**config.mk**
```make
export PLATFORM = sky130hd
export DESIGN_NAME = operand_skid_buffer
export DESIGN_NICKNAME = d
export VERILOG_FILES = /design/src/rtl/operand_pkg.sv /design/src/rtl/opnd_beat_reg.sv /design/src/rtl/operand_skid_buffer.sv
export SDC_FILE = /design/constraint.sdc
export NUM_CORES = 1
export LEC_CHECK = 0
export BUFFER_PORTS_ARGS = -buffer_cell sky130_fd_sc_hd__buf_2
export CAP_MARGIN = 30
export CELL_PAD_IN_SITES_DETAIL_PLACEMENT = 0
export CELL_PAD_IN_SITES_GLOBAL_PLACEMENT = 1
export CORE_MARGIN = 3
export CORE_UTILIZATION = 38
export CTS_BUF_LIST = sky130_fd_sc_hd__clkbuf_16
export DETAILED_ROUTE_END_ITERATION = 10
export PLACE_DENSITY = 0.86
export SLEW_MARGIN = 0
export SYNTH_ARGS = -nofsm -noshare
export SYNTH_HDL_FRONTEND = slang
export SYNTH_SLANG_ARGS = --single-unit
```
**constraint.sdc**
```tcl
create_clock -name clk -period 1.98 [get_ports clk]
set_clock_uncertainty 0.1 [all_clocks]
set_input_delay 0 -clock clk [delete_from_list [all_inputs] [get_ports clk]]
set_output_delay 0 -clock clk [all_outputs]
set_load 0.05 [all_outputs]
```
**src/rtl/operand_pkg.sv**
```systemverilog
// Shared types and constants for the operand skid buffer: beat layout,
// buffer state encoding and the state-to-occupancy mapping.
package operand_pkg;

    localparam int OPND_WIDTH = 8;
    localparam int OPND_TAG_W = 1;

    typedef enum logic [1:0] {
        EMPTY,
        ONE,
        TWO
    } skid_state_t;

    typedef struct packed {
        logic [OPND_TAG_W-1:0] tag;
        logic [OPND_WIDTH-1:0] data;
    } opnd_beat_t;

    // Number of entries held in a given state.
    function automatic logic [1:0] occ_of(skid_state_t st);
        case (st)
            ONE:     occ_of = 2'd1;
            TWO:     occ_of = 2'd2;
            default: occ_of = 2'd0;
        endcase
    endfunction

endpackage

```
**src/rtl/opnd_beat_reg.sv**
```systemverilog
// Load-enabled register holding one operand beat (data plus source tag).
module opnd_beat_reg
    import operand_pkg::*;
(
    input  logic       clk,
    input  logic       rst_n,
    input  logic       load,
    input  opnd_beat_t d,
    output opnd_beat_t q
);

    opnd_beat_t beat_q;

    // Capture a new beat on load; only reset clears the stored contents.
    // NOTE: sequential state uses non-blocking (<=) so every register samples pre-edge values.
    // NOTE: the data is reset here on purpose, so out_data/out_tag read zero after reset.
    always_ff @(posedge clk) begin
        if (!rst_n) begin
            beat_q <= '0;
        end else if (load) begin
            beat_q <= d;
        end
    end

    assign q = beat_q;

endmodule

```
**src/rtl/operand_skid_buffer.sv**
```systemverilog
// Registered valid/ready stage between the 8-bit multiplexor and the ALU
// operand port. A main register (head) and a skid register give full
// throughput while keeping in_ready a pure register output.
module operand_skid_buffer
    import operand_pkg::*;
#(
    parameter int WIDTH = OPND_WIDTH,
    parameter int TAG_W = OPND_TAG_W
) (
    input  logic             clk,
    input  logic             rst_n,
    input  logic             flush,
    input  logic [WIDTH-1:0] in_data,
    input  logic [TAG_W-1:0] in_tag,
    input  logic             in_valid,
    output logic             in_ready,
    output logic [WIDTH-1:0] out_data,
    output logic [TAG_W-1:0] out_tag,
    output logic             out_valid,
    input  logic             out_ready,
    output logic [1:0]       occupancy
);

    skid_state_t state_q, state_d;
    logic        in_ready_q;
    logic [1:0]  occ_q;

    opnd_beat_t  in_beat, m_d, m_q, s_q;
    logic        m_load, s_load;
    logic        push, pop;

    assign in_beat.data = in_data;
    assign in_beat.tag  = in_tag;

    assign push = in_valid & in_ready_q;
    assign pop  = (state_q != EMPTY) & out_ready;

    // Next state and register load enables; flush discards any push or pop.
    // NOTE: every always_comb output gets a default first, so no latch is inferred.
    always_comb begin
        state_d = state_q;
        m_load  = 1'b0;
        s_load  = 1'b0;
        m_d     = in_beat;
        if (flush) begin
            state_d = EMPTY;
        end else begin
            case (state_q)
                EMPTY: begin
                    if (push) begin
                        state_d = ONE;
                        m_load  = 1'b1;
                    end
                end
                ONE: begin
                    if (push && pop) begin
                        m_load = 1'b1;
                    end else if (push) begin
                        state_d = TWO;
                        s_load  = 1'b1;
                    end else if (pop) begin
                        state_d = EMPTY;
                    end
                end
                TWO: begin
                    if (pop) begin
                        state_d = ONE;
                        m_load  = 1'b1;
                        m_d     = s_q;
                    end
                end
                default: state_d = EMPTY;
            endcase
        end
    end

    // State, registered ready and occupancy all advance together.
    always_ff @(posedge clk) begin
        if (!rst_n) begin
            state_q    <= EMPTY;
            in_ready_q <= 1'b0;
            occ_q      <= 2'd0;
        end else begin
            state_q    <= state_d;
            in_ready_q <= (state_d != TWO);
            occ_q      <= occ_of(state_d);
        end
    end

    opnd_beat_reg u_main (
        .clk   (clk),
        .rst_n (rst_n),
        .load  (m_load),
        .d     (m_d),
        .q     (m_q)
    );

    opnd_beat_reg u_skid (
        .clk   (clk),
        .rst_n (rst_n),
        .load  (s_load),
        .d     (in_beat),
        .q     (s_q)
    );

    assign in_ready  = in_ready_q;
    assign out_valid = (state_q != EMPTY);
    assign out_data  = m_q.data;
    assign out_tag   = m_q.tag;
    assign occupancy = occ_q;

endmodule
```
==> flow_summary.ini <==
[status]
status = complete, no violations

[global_routing]
grt_max_degree = 19
grt_antenna_before_repair = 0
grt_pass1_vias = 774
grt_pass1_wl_um = 3510
grt.overflow.total = 0
track_usage = 0.136

[logic_synthesis]
avgSynthCellArea_sq_um = 10.8
synth-seq-cells = 23
ys_warn_count = 0
syn_area_sq_um = 992
syn_inst = 92
ys_types = 23
synth_area_leaders = dfxtp_1 (46%), mux2i_1 (19%), nor2_1 (5.7%)
seq_area_frac_synth = 0.464
yosysTopAreaCell = dfxtp_1
synth_top_area_frac = 0.464
syn-num-nets = 106

[layout]
finalNonFillerCells = 158
seq_area_sq_um = 460
final_area_sq_um = 1330
final_cell_mix = buf_2 (26), dfxtp_1 (23), mux2i_1 (19), nor2_1 (15), dlygate4sd3_1 (12)
syn_to_final_growth_pct = 33.7
n_antenna_cell = 0
multi_input_area_sq_um = 494
fillCellCount = 231
final_net_count = 145
layout-drive-gt1-share = 0.269
layout_commonest_cell = buf_2
post-route-util = 0.567

[sta]
report.final.slew_viol_count = 0
setup_tns_ns = 0
rsz0062_at_grt = no
setup_viol = 0
timing.hold.ws_ns = 0.107
timing.final.hold_violations = 0
finalCriticalPeriod_ns = 1.64
worst_pin_slew_ns = 0.481
max_freq_mhz = 611
relSlewSlack = 0.679
final.period_utilization = 0.827

[placement]
numPortBuffers = 26
dp.cells = 142
dp_hpwl_um = 1310
dpl_cell_area_sq_um = 1120
place_congestion = 0.774

[cts]
post_cts_buffers = 0
cts_buffers = 3
htreeDepth = 1
clockBufferDepth = 2
cts_root_buf = clkbuf_16
clk_pin_slew_ns = 0.06
clk_latency_ns = 0.25
cts_sinks = 23
cts_tree = built

[worst_setup_path]
critPathLaunchType = primary input
critPathSlowestCell = dlygate4sd3_1
crit_family = buffers and inverters
r2r-start = state_q[1]
end_kind = register
crit_required_ns = 2.03
critPathBufInv = 2
critPathKind = primary input to register
arrival_ns = 1.68
path_max_fanout = 9
path_cells = dlygate4sd3_1 > buf_2 > and4bb_2 > mux2i_1 > nand2_1 > o211a_1
crit_path_start = flush
crit_path_max_incr_delay_ns = 0.54

[route]
wire_per_inst_um = 12.5
drt_iter0_markers = 12
via_count = 780
drc = 0
viasPerCell = 4.94
first_pass_iters = 4
wl_um = 1970
ant_nets = 0

[flow_run]
maxCapViolCount = 0

[hold_path]
worst_hold_path_type = primary input to register
min_from = in_valid

[die]
start_util = 0.424
die_w_um = 57.1
coreArea_sq_um = 2340
die_area_sq_um = 3260
ios = 27
die_h_um = 57.1
rows = 17

[power_and_ir_drop]
vdd_drop_max_mv = 0.640
powerDensity_nw_per_um2 = 814
p_leak_nw = 0.545
-- cell usage after synthesis --
library cell,n
a211oi_1,7
a311oi_1,2
a31oi_4,1
and3_2,1
and3b_1,3
and3b_2,1
and4bb_2,1
buf_4,1
buf_6,2
clkbuf_1,1
dfxtp_1,23
inv_1,1
mux2i_1,19
nand2_1,3
nand3b_1,1
nand4b_1,1
nand4bb_1,1
nor2_1,15
nor2b_1,3
o211a_1,2
o21bai_1,1
o31a_1,1
or2_2,1
-- flip-flops by register name, indices dropped and copies added (netlist names) --
signal	cells
in_ready	1
occupancy	2
state_q	2
u_main.q	9
u_skid.q	9
-- final timing paths --
path | to | slack [ns] | cells past startpoint
setup reg to reg | u_main.q[8] | 0.38 | 4
hold / removal | occupancy[0] | 0.11 | 3
hold reg to reg | u_main.q[1] | 0.40 | 2
setup / recovery | u_main.q[8] | 0.34 | 6
-- power by group --
| part | switching [mW] | total [mW] | internal, mW |
|---|---|---|---|
| sequential | 0.00866 | 0.488 | 0.479 |
| clock | 0.161 | 0.435 | 0.273 |
| combinational | 0.0999 | 0.157 | 0.0574 |
| total | 0.270 | 1.08 | 0.810 |
-- final cells by class --
cell class                      count  share of cell area
Sequential cell                    23               0.347
Tap cell                           28              0.0264
Inverter                            1             0.00283
Multi-Input combinational cell     64               0.373
Clock buffer                        3              0.0566
Clock inverter                      1             0.00566
Timing Repair Buffer               38               0.189
-- stage by stage --
step | total power [mW] | setup slack (ns)
after floorplan | 0.597 | 0.220
after global placement | 0.635 | 0.414
after detailed placement | 0.637 | 0.382
after CTS | 1.09 | 0.346
after global routing | 1.13 | 0.175
final | 1.08 | 0.342
-- logic make-up after synthesis --
logic type | after synthesis | share of synthesized area
buffers and inverters | 5 | 0.0378
and+or+nand+nor | 31 | 0.178
DFF | 23 | 0.464
muxes | 19 | 0.192
AOI/OAI and AO/OA | 14 | 0.129
-- tightest hold or removal path, stage by stage --
cell and delay [ns]:
buf_2 0.12, nand4b_1 0.18, a311oi_1 0.10
-- timing repair --
action                                 4_1_cts  5_1_grt
endpoints found under the hold margin       17        0
hold buffers                                12        0
gates resized for setup                      0        0
-- metal layers --
layer / wire, um / vias to the layer above / GRT usage
li1: - / 412 / -
met1: 914 / 348 / 0.175
met2: 957 / 18 / 0.225
met3: 91 / 2 / 0.0339
met4: 10 / 0 / 0.0397
met5: 0 / - / 0
Power figures use the tool's default switching activity.
